--- src/rtl/fp_seq_pkg.sv ---
// rtl/fp_seq_pkg.sv - sequencer state encoding and default field widths
package fp_seq_pkg;

  localparam int DEF_MANTISSA_SIZE = 23;
  localparam int DEF_EXPONENT_SIZE = 8;
  localparam int DEF_FIFO_DEPTH    = 4;
  localparam int DEF_MUL_LATENCY   = 2;

  typedef enum logic [1:0] {
    IDLE  = 2'd0,
    ISSUE = 2'd1,
    WAIT  = 2'd2,
    HOLD  = 2'd3
  } state_t;

  // Latency counter width: enough to hold MUL_LATENCY itself.
  function automatic int cnt_width(input int latency);
    return $clog2(latency) + 1;
  endfunction

endpackage

--- src/rtl/fp_mul_sequencer_if.sv ---
// rtl/fp_mul_sequencer_if.sv - operand push, multiplier and result handshake bundle
interface fp_mul_sequencer_if
  import fp_seq_pkg::*;
#(
  parameter int Mantissa_Size = DEF_MANTISSA_SIZE,
  parameter int Exponent_Size = DEF_EXPONENT_SIZE
);
  localparam int W = Mantissa_Size + Exponent_Size + 1;

  logic         in_valid;
  logic         in_ready;
  logic [W-1:0] in_a;
  logic [W-1:0] in_b;

  logic         mul_enable;
  logic         mul_load;
  logic [W-1:0] mul_a;
  logic [W-1:0] mul_b;
  logic [W-1:0] mul_result;
  logic         mul_overflow;
  logic         mul_zero;

  logic         out_valid;
  logic         out_ready;
  logic [W-1:0] out_result;
  logic         out_overflow;
  logic         out_zero;

  logic         busy;

  modport master (
    input  in_valid, in_a, in_b,
    output in_ready,
    output mul_enable, mul_load, mul_a, mul_b,
    input  mul_result, mul_overflow, mul_zero,
    output out_valid, out_result, out_overflow, out_zero,
    input  out_ready,
    output busy
  );

  modport slave (
    output in_valid, in_a, in_b,
    input  in_ready,
    input  mul_enable, mul_load, mul_a, mul_b,
    output mul_result, mul_overflow, mul_zero,
    input  out_valid, out_result, out_overflow, out_zero,
    output out_ready,
    input  busy
  );

endinterface

--- src/rtl/fp_seq_fifo.sv ---
// rtl/fp_seq_fifo.sv - operand-pair queue with wrapping pointers and registered full flag
module fp_seq_fifo #(
  parameter int WIDTH = 64,
  parameter int DEPTH = 4
) (
  input  logic             clk,
  input  logic             rst,
  input  logic             i_push,
  input  logic [WIDTH-1:0] i_data,
  input  logic             i_pop,
  output logic [WIDTH-1:0] o_data,
  output logic             o_empty,
  output logic             o_full
);
  localparam int AW = $clog2(DEPTH);
  localparam int CW = AW + 1;

  logic [WIDTH-1:0] r_mem [DEPTH];
  logic [AW-1:0]    r_wr_ptr;
  logic [AW-1:0]    r_rd_ptr;
  logic [CW-1:0]    r_count;
  logic             r_full;
  logic             w_push;
  logic             w_pop;
  logic [CW-1:0]    w_count_next;

  // Writes are refused while full even if a pop happens in the same cycle.
  assign w_push       = i_push && !r_full;
  assign w_pop        = i_pop && (r_count != '0);
  assign w_count_next = r_count + CW'(w_push) - CW'(w_pop);

  assign o_data  = r_mem[r_rd_ptr];
  assign o_empty = (r_count == '0);
  assign o_full  = r_full;

  // Storage array; contents are don't-care until written.
  always_ff @(posedge clk) begin
    if (w_push) r_mem[r_wr_ptr] <= i_data;
  end

  // Pointers wrap naturally because DEPTH is a power of two.
  always_ff @(posedge clk or posedge rst) begin
    if (rst) begin
      r_wr_ptr <= '0;
      r_rd_ptr <= '0;
      r_count  <= '0;
      r_full   <= 1'b0;
    end else begin
      if (w_push) r_wr_ptr <= r_wr_ptr + 1'b1;
      if (w_pop)  r_rd_ptr <= r_rd_ptr + 1'b1;
      r_count <= w_count_next;
      r_full  <= (w_count_next == CW'(DEPTH));
    end
  end

endmodule

--- src/rtl/fp_mul_sequencer.sv ---
// rtl/fp_mul_sequencer.sv - issues queued operand pairs to an FP multiplier; option FP_SEQ_ZERO_BYPASS_EN
module fp_mul_sequencer
  import fp_seq_pkg::*;
#(
  parameter int Mantissa_Size = DEF_MANTISSA_SIZE,
  parameter int Exponent_Size = DEF_EXPONENT_SIZE,
  parameter int FIFO_DEPTH    = DEF_FIFO_DEPTH,
  parameter int MUL_LATENCY   = DEF_MUL_LATENCY
) (
  input logic                clk,
  input logic                rst,
  fp_mul_sequencer_if.master bus
);
  localparam int N     = Mantissa_Size + Exponent_Size;
  localparam int W     = N + 1;
  localparam int CNT_W = cnt_width(MUL_LATENCY);

  state_t           r_state;
  logic [CNT_W-1:0] r_cnt;
  logic             r_mul_enable;
  logic             r_mul_load;
  logic [W-1:0]     r_mul_a;
  logic [W-1:0]     r_mul_b;
  logic             r_out_valid;
  logic [W-1:0]     r_out_result;
  logic             r_out_overflow;
  logic             r_out_zero;

  logic             w_push;
  logic             w_pop;
  logic             w_empty;
  logic             w_full;
  logic [2*W-1:0]   w_head;
  logic [W-1:0]     w_head_a;
  logic [W-1:0]     w_head_b;

`ifdef FP_SEQ_ZERO_BYPASS_EN
  logic             r_bypass;
  logic             w_head_zero;
  // Sign bit is ignored: +0 and -0 both short-circuit the multiplier.
  assign w_head_zero = (w_head_a[N-1:0] == '0) || (w_head_b[N-1:0] == '0);
`endif

  assign w_push   = bus.in_valid && !w_full;
  assign w_head_a = w_head[2*W-1:W];
  assign w_head_b = w_head[W-1:0];
  // A new pair is issued from IDLE, or straight out of HOLD once the result is taken.
  assign w_pop    = !w_empty && ((r_state == IDLE) || ((r_state == HOLD) && bus.out_ready));

  fp_seq_fifo #(
    .WIDTH (2*W),
    .DEPTH (FIFO_DEPTH)
  ) u_fifo (
    .clk     (clk),
    .rst     (rst),
    .i_push  (w_push),
    .i_data  ({bus.in_a, bus.in_b}),
    .i_pop   (w_pop),
    .o_data  (w_head),
    .o_empty (w_empty),
    .o_full  (w_full)
  );

  assign bus.in_ready     = !w_full;
  assign bus.mul_enable   = r_mul_enable;
  assign bus.mul_load     = r_mul_load;
  assign bus.mul_a        = r_mul_a;
  assign bus.mul_b        = r_mul_b;
  assign bus.out_valid    = r_out_valid;
  assign bus.out_result   = r_out_result;
  assign bus.out_overflow = r_out_overflow;
  assign bus.out_zero     = r_out_zero;
  assign bus.busy         = (r_state != IDLE) || !w_empty;

  // Sequencer FSM with registered multiplier drive and result capture.
  always_ff @(posedge clk or posedge rst) begin
    if (rst) begin
      r_state        <= IDLE;
      r_cnt          <= '0;
      r_mul_enable   <= 1'b0;
      r_mul_load     <= 1'b0;
      r_mul_a        <= '0;
      r_mul_b        <= '0;
      r_out_valid    <= 1'b0;
      r_out_result   <= '0;
      r_out_overflow <= 1'b0;
      r_out_zero     <= 1'b0;
`ifdef FP_SEQ_ZERO_BYPASS_EN
      r_bypass       <= 1'b0;
`endif
    end else begin
      r_mul_enable <= 1'b0;
      r_mul_load   <= 1'b0;
      case (r_state)
        IDLE: r_cnt <= '0;
        ISSUE: begin
`ifdef FP_SEQ_ZERO_BYPASS_EN
          if (r_bypass) begin
            r_out_result   <= '0;
            r_out_overflow <= 1'b0;
            r_out_zero     <= 1'b1;
            r_out_valid    <= 1'b1;
            r_state        <= HOLD;
          end else
`endif
          begin
            r_cnt   <= '0;
            r_state <= WAIT;
          end
        end
        WAIT: begin
          if (r_cnt == CNT_W'(MUL_LATENCY - 1)) begin
            r_out_result   <= bus.mul_result;
            r_out_overflow <= bus.mul_overflow;
            r_out_zero     <= bus.mul_zero;
            r_out_valid    <= 1'b1;
            r_state        <= HOLD;
          end else begin
            r_cnt <= r_cnt + 1'b1;
          end
        end
        HOLD: begin
          if (bus.out_ready) begin
            r_out_valid <= 1'b0;
            r_state     <= IDLE;
          end
        end
        default: r_state <= IDLE;
      endcase
      // Issuing overrides the case above: it moves the FSM into ISSUE for one cycle.
      if (w_pop) begin
        r_mul_a <= w_head_a;
        r_mul_b <= w_head_b;
        r_state <= ISSUE;
`ifdef FP_SEQ_ZERO_BYPASS_EN
        r_bypass     <= w_head_zero;
        r_mul_enable <= !w_head_zero;
        r_mul_load   <= !w_head_zero;
`else
        r_mul_enable <= 1'b1;
        r_mul_load   <= 1'b1;
`endif
      end
    end
  end

endmodule
--- src/flat_wrapper.sv ---
// flat-port wrapper written by rule: the top's interface ports become plain ports
module fp_mul_sequencer_flat import fp_seq_pkg::*;
#(
  parameter int Mantissa_Size = DEF_MANTISSA_SIZE,
  parameter int Exponent_Size = DEF_EXPONENT_SIZE,
  parameter int FIFO_DEPTH    = DEF_FIFO_DEPTH,
  parameter int MUL_LATENCY   = DEF_MUL_LATENCY
)
  (clk, rst, bus_in_valid, bus_in_a, bus_in_b, bus_in_ready, bus_mul_enable, bus_mul_load, bus_mul_a, bus_mul_b, bus_mul_result, bus_mul_overflow, bus_mul_zero, bus_out_valid, bus_out_result, bus_out_overflow, bus_out_zero, bus_out_ready, bus_busy);
  fp_mul_sequencer_if #(.Mantissa_Size(Mantissa_Size), .Exponent_Size(Exponent_Size)) bus_i ();
  input logic clk;
  input logic rst;
  input wire logic [$bits(bus_i.in_valid)-1:0] bus_in_valid;
  input wire logic [$bits(bus_i.in_a)-1:0] bus_in_a;
  input wire logic [$bits(bus_i.in_b)-1:0] bus_in_b;
  output wire logic [$bits(bus_i.in_ready)-1:0] bus_in_ready;
  output wire logic [$bits(bus_i.mul_enable)-1:0] bus_mul_enable;
  output wire logic [$bits(bus_i.mul_load)-1:0] bus_mul_load;
  output wire logic [$bits(bus_i.mul_a)-1:0] bus_mul_a;
  output wire logic [$bits(bus_i.mul_b)-1:0] bus_mul_b;
  input wire logic [$bits(bus_i.mul_result)-1:0] bus_mul_result;
  input wire logic [$bits(bus_i.mul_overflow)-1:0] bus_mul_overflow;
  input wire logic [$bits(bus_i.mul_zero)-1:0] bus_mul_zero;
  output wire logic [$bits(bus_i.out_valid)-1:0] bus_out_valid;
  output wire logic [$bits(bus_i.out_result)-1:0] bus_out_result;
  output wire logic [$bits(bus_i.out_overflow)-1:0] bus_out_overflow;
  output wire logic [$bits(bus_i.out_zero)-1:0] bus_out_zero;
  input wire logic [$bits(bus_i.out_ready)-1:0] bus_out_ready;
  output wire logic [$bits(bus_i.busy)-1:0] bus_busy;
  assign bus_i.in_valid = bus_in_valid;
  assign bus_i.in_a = bus_in_a;
  assign bus_i.in_b = bus_in_b;
  assign bus_in_ready = bus_i.in_ready;
  assign bus_mul_enable = bus_i.mul_enable;
  assign bus_mul_load = bus_i.mul_load;
  assign bus_mul_a = bus_i.mul_a;
  assign bus_mul_b = bus_i.mul_b;
  assign bus_i.mul_result = bus_mul_result;
  assign bus_i.mul_overflow = bus_mul_overflow;
  assign bus_i.mul_zero = bus_mul_zero;
  assign bus_out_valid = bus_i.out_valid;
  assign bus_out_result = bus_i.out_result;
  assign bus_out_overflow = bus_i.out_overflow;
  assign bus_out_zero = bus_i.out_zero;
  assign bus_i.out_ready = bus_out_ready;
  assign bus_busy = bus_i.busy;
  fp_mul_sequencer #(.Mantissa_Size(Mantissa_Size), .Exponent_Size(Exponent_Size), .FIFO_DEPTH(FIFO_DEPTH), .MUL_LATENCY(MUL_LATENCY)) u_core (.clk(clk), .rst(rst), .bus(bus_i));
endmodule
--- config.mk ---
export PLATFORM = sky130hd
export DESIGN_NAME = fp_mul_sequencer_flat
export DESIGN_NICKNAME = d
export VERILOG_FILES = /design/src/rtl/fp_seq_pkg.sv /design/src/rtl/fp_mul_sequencer_if.sv /design/src/rtl/fp_seq_fifo.sv /design/src/rtl/fp_mul_sequencer.sv /design/src/flat_wrapper.sv
export SDC_FILE = /design/constraint.sdc
export NUM_CORES = 1
export LEC_CHECK = 0
export ABC_AREA = 1
export BUFFER_PORTS_ARGS = -buffer_cell sky130_fd_sc_hd__buf_2
export CAP_MARGIN = 5
export CORE_ASPECT_RATIO = 1.2
export CORE_MARGIN = 2
export CORE_UTILIZATION = 45
export CTS_BUF_LIST = sky130_fd_sc_hd__clkbuf_16
export CTS_CLUSTER_DIAMETER = 200
export DETAILED_ROUTE_END_ITERATION = 6
export PLACE_DENSITY = 0.68
export RECOVER_POWER = 25
export SYNTH_ARGS = -nofsm -noshare
export SYNTH_HDL_FRONTEND = slang
export SYNTH_SLANG_ARGS = --single-unit
--- constraint.sdc ---
create_clock -name clk -period 8.7 [get_ports clk]
set_input_delay 0.435 -clock clk [delete_from_list [all_inputs] [get_ports clk]]
set_output_delay 0.435 -clock clk [all_outputs]
set_load 0.01 [all_outputs]
# [After elaboration in Yosys (flattened, before gate mapping)]
# Memories as Yosys holds them, arrays and structs flattened. A register that Yosys moved wholly into a read port is not among the register bits.
# Cells that the tools add are included.
[word_totals] reg_bits=48 ramBits=256 inputBits=102 output_inout_bits=103 word_cells=60 mem_count=1
[memory_table] name="u_core.u_fifo.r_mem" depth=4 width=64 read_ports=1 rd_ports_with_merged_regs=1 wr=1 line="fp_seq_fifo.sv:18" text="logic [WIDTH-1:0] r_mem [DEPTH];"
[op_classes] n_addsub=5 n_eq_ne=10 muxes=12 n_reduce_logical=21
[op_table] cell="2-to-1 mux 2 bit" n=4
[op_table] cell="adder 2 x 1 -> 2 bit (second input constant)" n=3
[op_table] cell="case mux 2 bit (3 select lines)" n=1
[op_table] cell="AND reduction 3 bit" n=2
[op_table] cell="nonzero test 2 bit" n=3
[op_table] cell="logical AND 1 bit" n=5
[op_table] cell="2-to-1 mux 1 bit" n=5
[op_table] cell="equality test 2 x 1 -> 1 bit (second input constant)" n=2
[op_table] cell="equality test 2 bit (second input constant)" n=2
[op_table] cell="inequality test 2 bit (second input constant)" n=2
[op_table] cell="case mux 2 bit (2 select lines)" n=1
[op_table] cell="AND reduction 2 bit" n=2
[op_table] cell="nonzero test 4 bit" n=1
[op_table] cell="adder 3 x 1 -> 3 bit" n=1
[op_table] cell="equality test 3 bit (second input constant)" n=1
[op_table] cell="logical NOT 3 bit" n=1
[op_table] cell="inequality test 3 x 2 -> 1 bit (second input constant)" n=1
[op_table] cell="inequality test 3 bit (second input constant)" n=1
[op_table] cell="nonzero test 3 bit" n=1
[op_table] cell="subtractor 3 x 1 -> 3 bit" n=1
[op_table] cell="logical NOT 1 bit" n=2
[op_table] cell="logical NOT 2 bit" n=1
[op_table] cell="logical OR 1 bit" n=2
[op_table] cell="inequality test 2 x 1 -> 1 bit (second input constant)" n=1
[op_table] cell="2 further kinds" n=2

# [Depth between registers and ports, before layout]
[depth] depth_word=7 ltp_mapped=13 depth_no_buf=12

# [By module]
# Synthesis repeated with hierarchy kept, for this count alone.
[hier_totals] hier_cells=1266 area_unflattened_um2=14739.1
[modules_own_cells] module="fp_seq_fifo" instances=1 cells_each=810 area_each_um2=10598.9 seq_area_each_um2=7887.6
[modules_own_cells] module="fp_mul_sequencer" instances=1 cells_each=456 area_each_um2=4140.2 seq_area_each_um2=2602.5

# [Worst setup path after synthesis]
# OpenSTA, ideal clock, no wires.
[synth_timing] path_kind="register to register" startpoint="reg u_core.u_fifo.r_wr_ptr[0]" endpoint="mem u_core.u_fifo.r_mem[2][0], enable pin" setup_time_ns=0.487 t_arrival_ns=3.327 required_time_ns=8.213 path_slack_ns=4.887 path_stages_with_launch=5 n_path_buf=0 synth_period_minus_slack_ns=3.813 cell_sequence="dfrtp_1 > inv_1 > ha_1 > inv_1 > nor2_1"
[synth_lines] element="start: declaration" line="fp_seq_fifo.sv:19" text="logic [AW-1:0] r_wr_ptr;"
[synth_lines] element="start signal: assignment" line="fp_seq_fifo.sv:49" text="if (w_push) r_wr_ptr <= r_wr_ptr + 1'b1;"
[synth_lines] element="end: declaration" line="fp_seq_fifo.sv:18"
# Straight into the memory's write port.

# [Worst setup path after layout]
[layout_timing] startpoint="reg u_core.r_state[0]" endpoint="reg u_core.u_fifo.r_full, in the netlist u_core.u_fifo.o_full"
[layout_between] elab_chain_len=7 elab_cells_between_ends=8 classes_between="add/sub: 1; eq/ne: 2; reduce/logical: 5"
[layout_rtl] element="start: declaration" line="fp_mul_sequencer.sv:18" text="state_t r_state;"
[layout_rtl] element="start signal: assignment" line="fp_mul_sequencer.sv:78" text="r_state <= IDLE;"
[layout_rtl] element="start signal: assignment" line="fp_mul_sequencer.sv:108" text="r_state <= WAIT;"
[layout_rtl] element="start signal: assignment" line="fp_mul_sequencer.sv:117" text="r_state <= HOLD;"
[layout_rtl] element="equality test 2 bit" line="fp_mul_sequencer.sv:48" text="assign w_pop = !w_empty && ((r_state == IDLE) || ((r_state == HOLD) && bus.out_ready));"
[layout_rtl] element="logical AND 1 bit" line="fp_mul_sequencer.sv:48"
[layout_rtl] element="logical OR 1 bit (*)" line="fp_mul_sequencer.sv:48"
[layout_rtl] element="logical AND 1 bit (*)" line="fp_mul_sequencer.sv:48"
[layout_rtl] element="logical AND 1 bit (*)" line="fp_seq_fifo.sv:29" text="assign w_pop = i_pop && (r_count != '0);"
[layout_rtl] element="subtractor 3 x 1 -> 3 bit (*)" line="fp_seq_fifo.sv:30" text="assign w_count_next = r_count + CW'(w_push) - CW'(w_pop);"
[layout_rtl] element="named net u_core.u_fifo.w_count_next[1]" line="fp_seq_fifo.sv:25" text="logic [CW-1:0] w_count_next;"
[layout_rtl] element="equality test 3 bit (*)" line="fp_seq_fifo.sv:52" text="r_full <= (w_count_next == CW'(DEPTH));"
[layout_rtl] element="end signal: assignment" line="fp_seq_fifo.sv:52"
[layout_rtl] element="end: declaration" line="fp_seq_fifo.sv:22" text="logic r_full;"
# The timed path passes the listed nets; every way through them passes the cells marked *.
# A chain may end at the register's enable or synchronous reset.

==> results.sh <==
export IMPL_clk_pin_slew_ns=0.06
export IMPL_die_x_um=166
export IMPL_r2r_end="u_core.u_fifo.o_full"
export IMPL_vias=9246
export IMPL_ys_warn_count=0
export IMPL_place_area_um2=15500
export IMPL_numCtsBuffers=37
export IMPL_r2r_slack_ns=5.73
export IMPL_syn_cell_area_um2=14200
export IMPL_synth_seq_area_share_pct=73.9
export IMPL_critPathBufInv=2
export IMPL_whs_ns=0.132
export IMPL_antenna_found_initial=3
export IMPL_ant_nets=0
export IMPL_grt_pass1_wl_mm=48.3
export IMPL_dpl_hpwl_mm=16.9
export IMPL_dpl_worst_slack_ns=5.63
export IMPL_finalHoldViolations=0
export IMPL_synth_top_family_by_area="simple AND/OR/NAND/NOR gates"
export IMPL_synthAdderAreaFrac_pct=0.758
export IMPL_cp_slowest_cell="nand2_4"
export IMPL_grt_overflow_total=0
export IMPL_worstPathMaxFanout=68
export IMPL_synth_edf_count=256
export IMPL_cp_end_kind="register"
export IMPL_wl_per_cell_um=16.2
export IMPL_dr_pass1_iters=5
export IMPL_slowest_delay_ns=0.67
export IMPL_ff2ff_path_depth=10
export IMPL_rsz0062_at_grt="no"
export IMPL_fin_area_um2=16600
export IMPL_gp_congestion=0.779
export IMPL_nNetsFinal=1543
export IMPL_powerDensity_nw_per_um2=367
export IMPL_syn_avg_cell_area_um2=11.4
export IMPL_die_h_um=199
export IMPL_slew_headroom_pct=23.2
export IMPL_worstSkewPairLatency_ns=0.52
export IMPL_core_rowCount=71
export IMPL_hp_start="bus_in_a[28]"
export IMPL_start_util_pct=45.5
export IMPL_status="complete, no violations"
export IMPL_final_setup_viol_count=0
export IMPL_cts_sinks=368
export IMPL_p_leak_nw=7.04
export IMPL_maxClockFrequency_mhz=336
export IMPL_worstPathCellList="nand3_1, nand2_1, nand2_4, inv_2, ha_1, inv_1, ha_1, fa_1, or2_2, a21oi_1"
export IMPL_syn_nets=1354
export IMPL_grtUsageTotal_pct=18.6
export IMPL_synthDistinctLibCells=26
export IMPL_crit_path_frequent_cell="ha_1"
export IMPL_setup_ws_ns=5.73
export IMPL_postCtsSetupBuffers=0
export IMPL_syn_inst=1244
export IMPL_hp_class="input pin to register"
export IMPL_h_tree_depth=2
export IMPL_peakVddDrop_v=0.000249
export IMPL_synth_compound_area_share_pct=4.74
export IMPL_yosys_area_share_simple_pct=17.4
export IMPL_critical_path_arrival_ns=3.42
export IMPL_rr_startpoint="u_core.r_state[0]"
export IMPL_ys_ff_latch=368
export IMPL_clockRootBuffer="clkbuf_16"
export IMPL_cts_buffer_depth=3
export IMPL_io_buffers=204
export IMPL_cp_top_family="simple AND/OR/NAND/NOR gates"
export IMPL_synth_xor_area_share_pct=0.185
export IMPL_core_area_um2=31200
export IMPL_area_growth_syn_to_layout_pct=17.0
export IMPL_critPathKind="register to register"
export IMPL_ys_dominant_reg_cell="edfxtp_1"
export IMPL_synthMuxAreaShare_pct=0.0705
export IMPL_slew_viol_final=0
export IMPL_die_area_um2=33000
export IMPL_period_minus_slack_ns=2.97
export IMPL_maxCapViolCount=0
export IMPL_critical_path_startpoint_type="register"
export IMPL_grt_pass1_vias=9130
export IMPL_worst_slew_pin_slew_ns=1.15
export IMPL_wl_mm=30.2
export IMPL_io_pins=205
export IMPL_vias_per_cell=4.96
export IMPL_drive_gt1_share_pct=15.1
export IMPL_fin_crit_sh_pct=34.2
export IMPL_drc=0
export IMPL_whs_endpoint="u_core.u_fifo.r_mem[0][60]"
export IMPL_required_ns=9.14
export IMPL_clock_skew_ns=0.00746
export IMPL_async_reset_ff_share_pct=30.4
export IMPL_cts_tree="done"
export IMPL_drtIter0Drc=630
export IMPL_holdPathStages=1
export IMPL_grt_max_degree=106
export IMPL_fin_tns_setup_ns=0
==> flip-flops by register name (all words and copies together) (netlist names) <==
signal and cells:
u_core.u_fifo.r_mem 256, u_core.bus.out_zero 1, u_core.r_cnt 2, u_core.r_state 2, u_core.u_fifo.r_rd_ptr 2, u_core.u_fifo.r_wr_ptr 2
u_core.u_fifo.o_full 1, u_core.bus.mul_b 32, u_core.bus.mul_a 32, u_core.bus.mul_enable 1, u_core.bus.out_result 32, u_core.bus.out_overflow 1
u_core.u_fifo.r_count 3, u_core.bus.out_valid 1
==> cells in the mapped netlist (all sizes together), types with 2 or more instances <==
cell,count,area (um2)
nand2,338,1270
nor2,264,998
inv,22,82.6
dfrtp,112,2800
ha,7,87.6
o21ai,130,651
a21oi,2,10.0
edfxtp,256,7690
clkbuf,23,86.3
buf,44,250
nand3,37,185
xor2,2,17.5
==> worst reg2reg max path, stage by stage (launching register included) <==
cell and delay [ns]:
dfrtp_1 0.45, nand3_1 0.14, nand2_1 0.11, nand2_4 0.67
inv_2 0.08, ha_1 0.31, inv_1 0.04, ha_1 0.19
fa_1 0.49, or2_2 0.31, a21oi_1 0.13
==> report_power, final <==
group | total [W] | internal (W) | switching (W)
Combinational | 0.00201 | 0.000637 | 0.00137
Sequential | 0.00258 | 0.00239 | 0.000195
Clock | 0.00150 | 0.000868 | 0.000628
==> how the worst max path moves through the flow <==
| stage | start | end | slack [ns] | cells past startpoint |
|---|---|---|---|---|
| final | u_core.r_state[0] | u_core.u_fifo.o_full | 5.73 | 10 |
| after global routing | u_core.r_state[0] | u_core.u_fifo.o_full | 5.47 | 10 |
| after CTS | u_core.r_state[0] | u_core.u_fifo.o_full | 5.67 | 10 |
| after detailed placement | bus_out_ready | u_core.u_fifo.o_full | 5.63 | 11 |
| after global placement | bus_out_ready | u_core.u_fifo.o_full | 5.74 | 11 |
| after floorplan | u_core.u_fifo.r_wr_ptr[0] | u_core.u_fifo.r_mem[2][0] | 4.89 | 4 |
==> cells by family (layout without fill, tap and decap cells) <==
logic type | after synthesis | in the layout
muxes | 1 | 1
and+or+nand+nor | 641 | 641
buffers and inverters | 89 | 307
other | 0 | 1
AOI/OAI and AO/OA | 134 | 134
DFF | 368 | 368
adders and majority gates | 8 | 8
xor gates and xnor gates | 3 | 3
==> layout by cell type, fill, tap and decap left out, drive strengths merged <==
cell / count
nand3b: 1
dfrtp: 112
ha: 7
a31oi: 1
o21ai: 130
xor2: 2
bufinv: 2
nand2: 338
clkinv: 14
xnor2: 1
o22ai: 1
inv: 35
or2: 1
nor2: 264
diode: 1
mux2i: 1
a21oi: 2
dlygate4sd3: 1
edfxtp: 256
clkbuf: 95
nand3: 37
buf: 160
fa: 1
==> stage by stage <==
stage / std cells / power, W / util [%]
6_report: 1864 / 0.00609 / 53.3
5_1_grt: 1864 / 0.00656 / 53.3
4_1_cts: 1863 / 0.00619 / 53.5
3_5_place_dp: 1794 / 0.00468 / 49.8
3_3_place_gp: 1794 / 0.00462 / 49.8
2_1_floorplan: 1244 / 0.00402 / -
==> routing by layer <==
layer  track usage (%)  vias up  wire length (um)
li1                  -     4523                 -
met2              32.2      241             14800
met1              23.4     4429             12900
met5                 0        -                23
met3              4.06       49              1740
met4              5.96        4               675
==> area by class of cell <==
| class | instances | area [um2] |
|---|---|---|
| antenna | 1 | 2.50 |
| clock buffer | 39 | 976 |
| clock inverter | 29 | 174 |
| fill | 2694 | 14600 |
| inverter | 22 | 87.6 |
| multi-input combinational | 787 | 3320 |
| sequential | 368 | 10500 |
| tap | 401 | 502 |
| timing repair buffer | 217 | 1050 |
==> what timing repair did <==
action / in CTS / in global routing
hold buffers: 1 / 0
setup endpoints to repair: 0 / 0
resized for setup: 0 / 0
endpoints found under the hold margin: 33 / 0
Power figures use the tool's default switching activity.
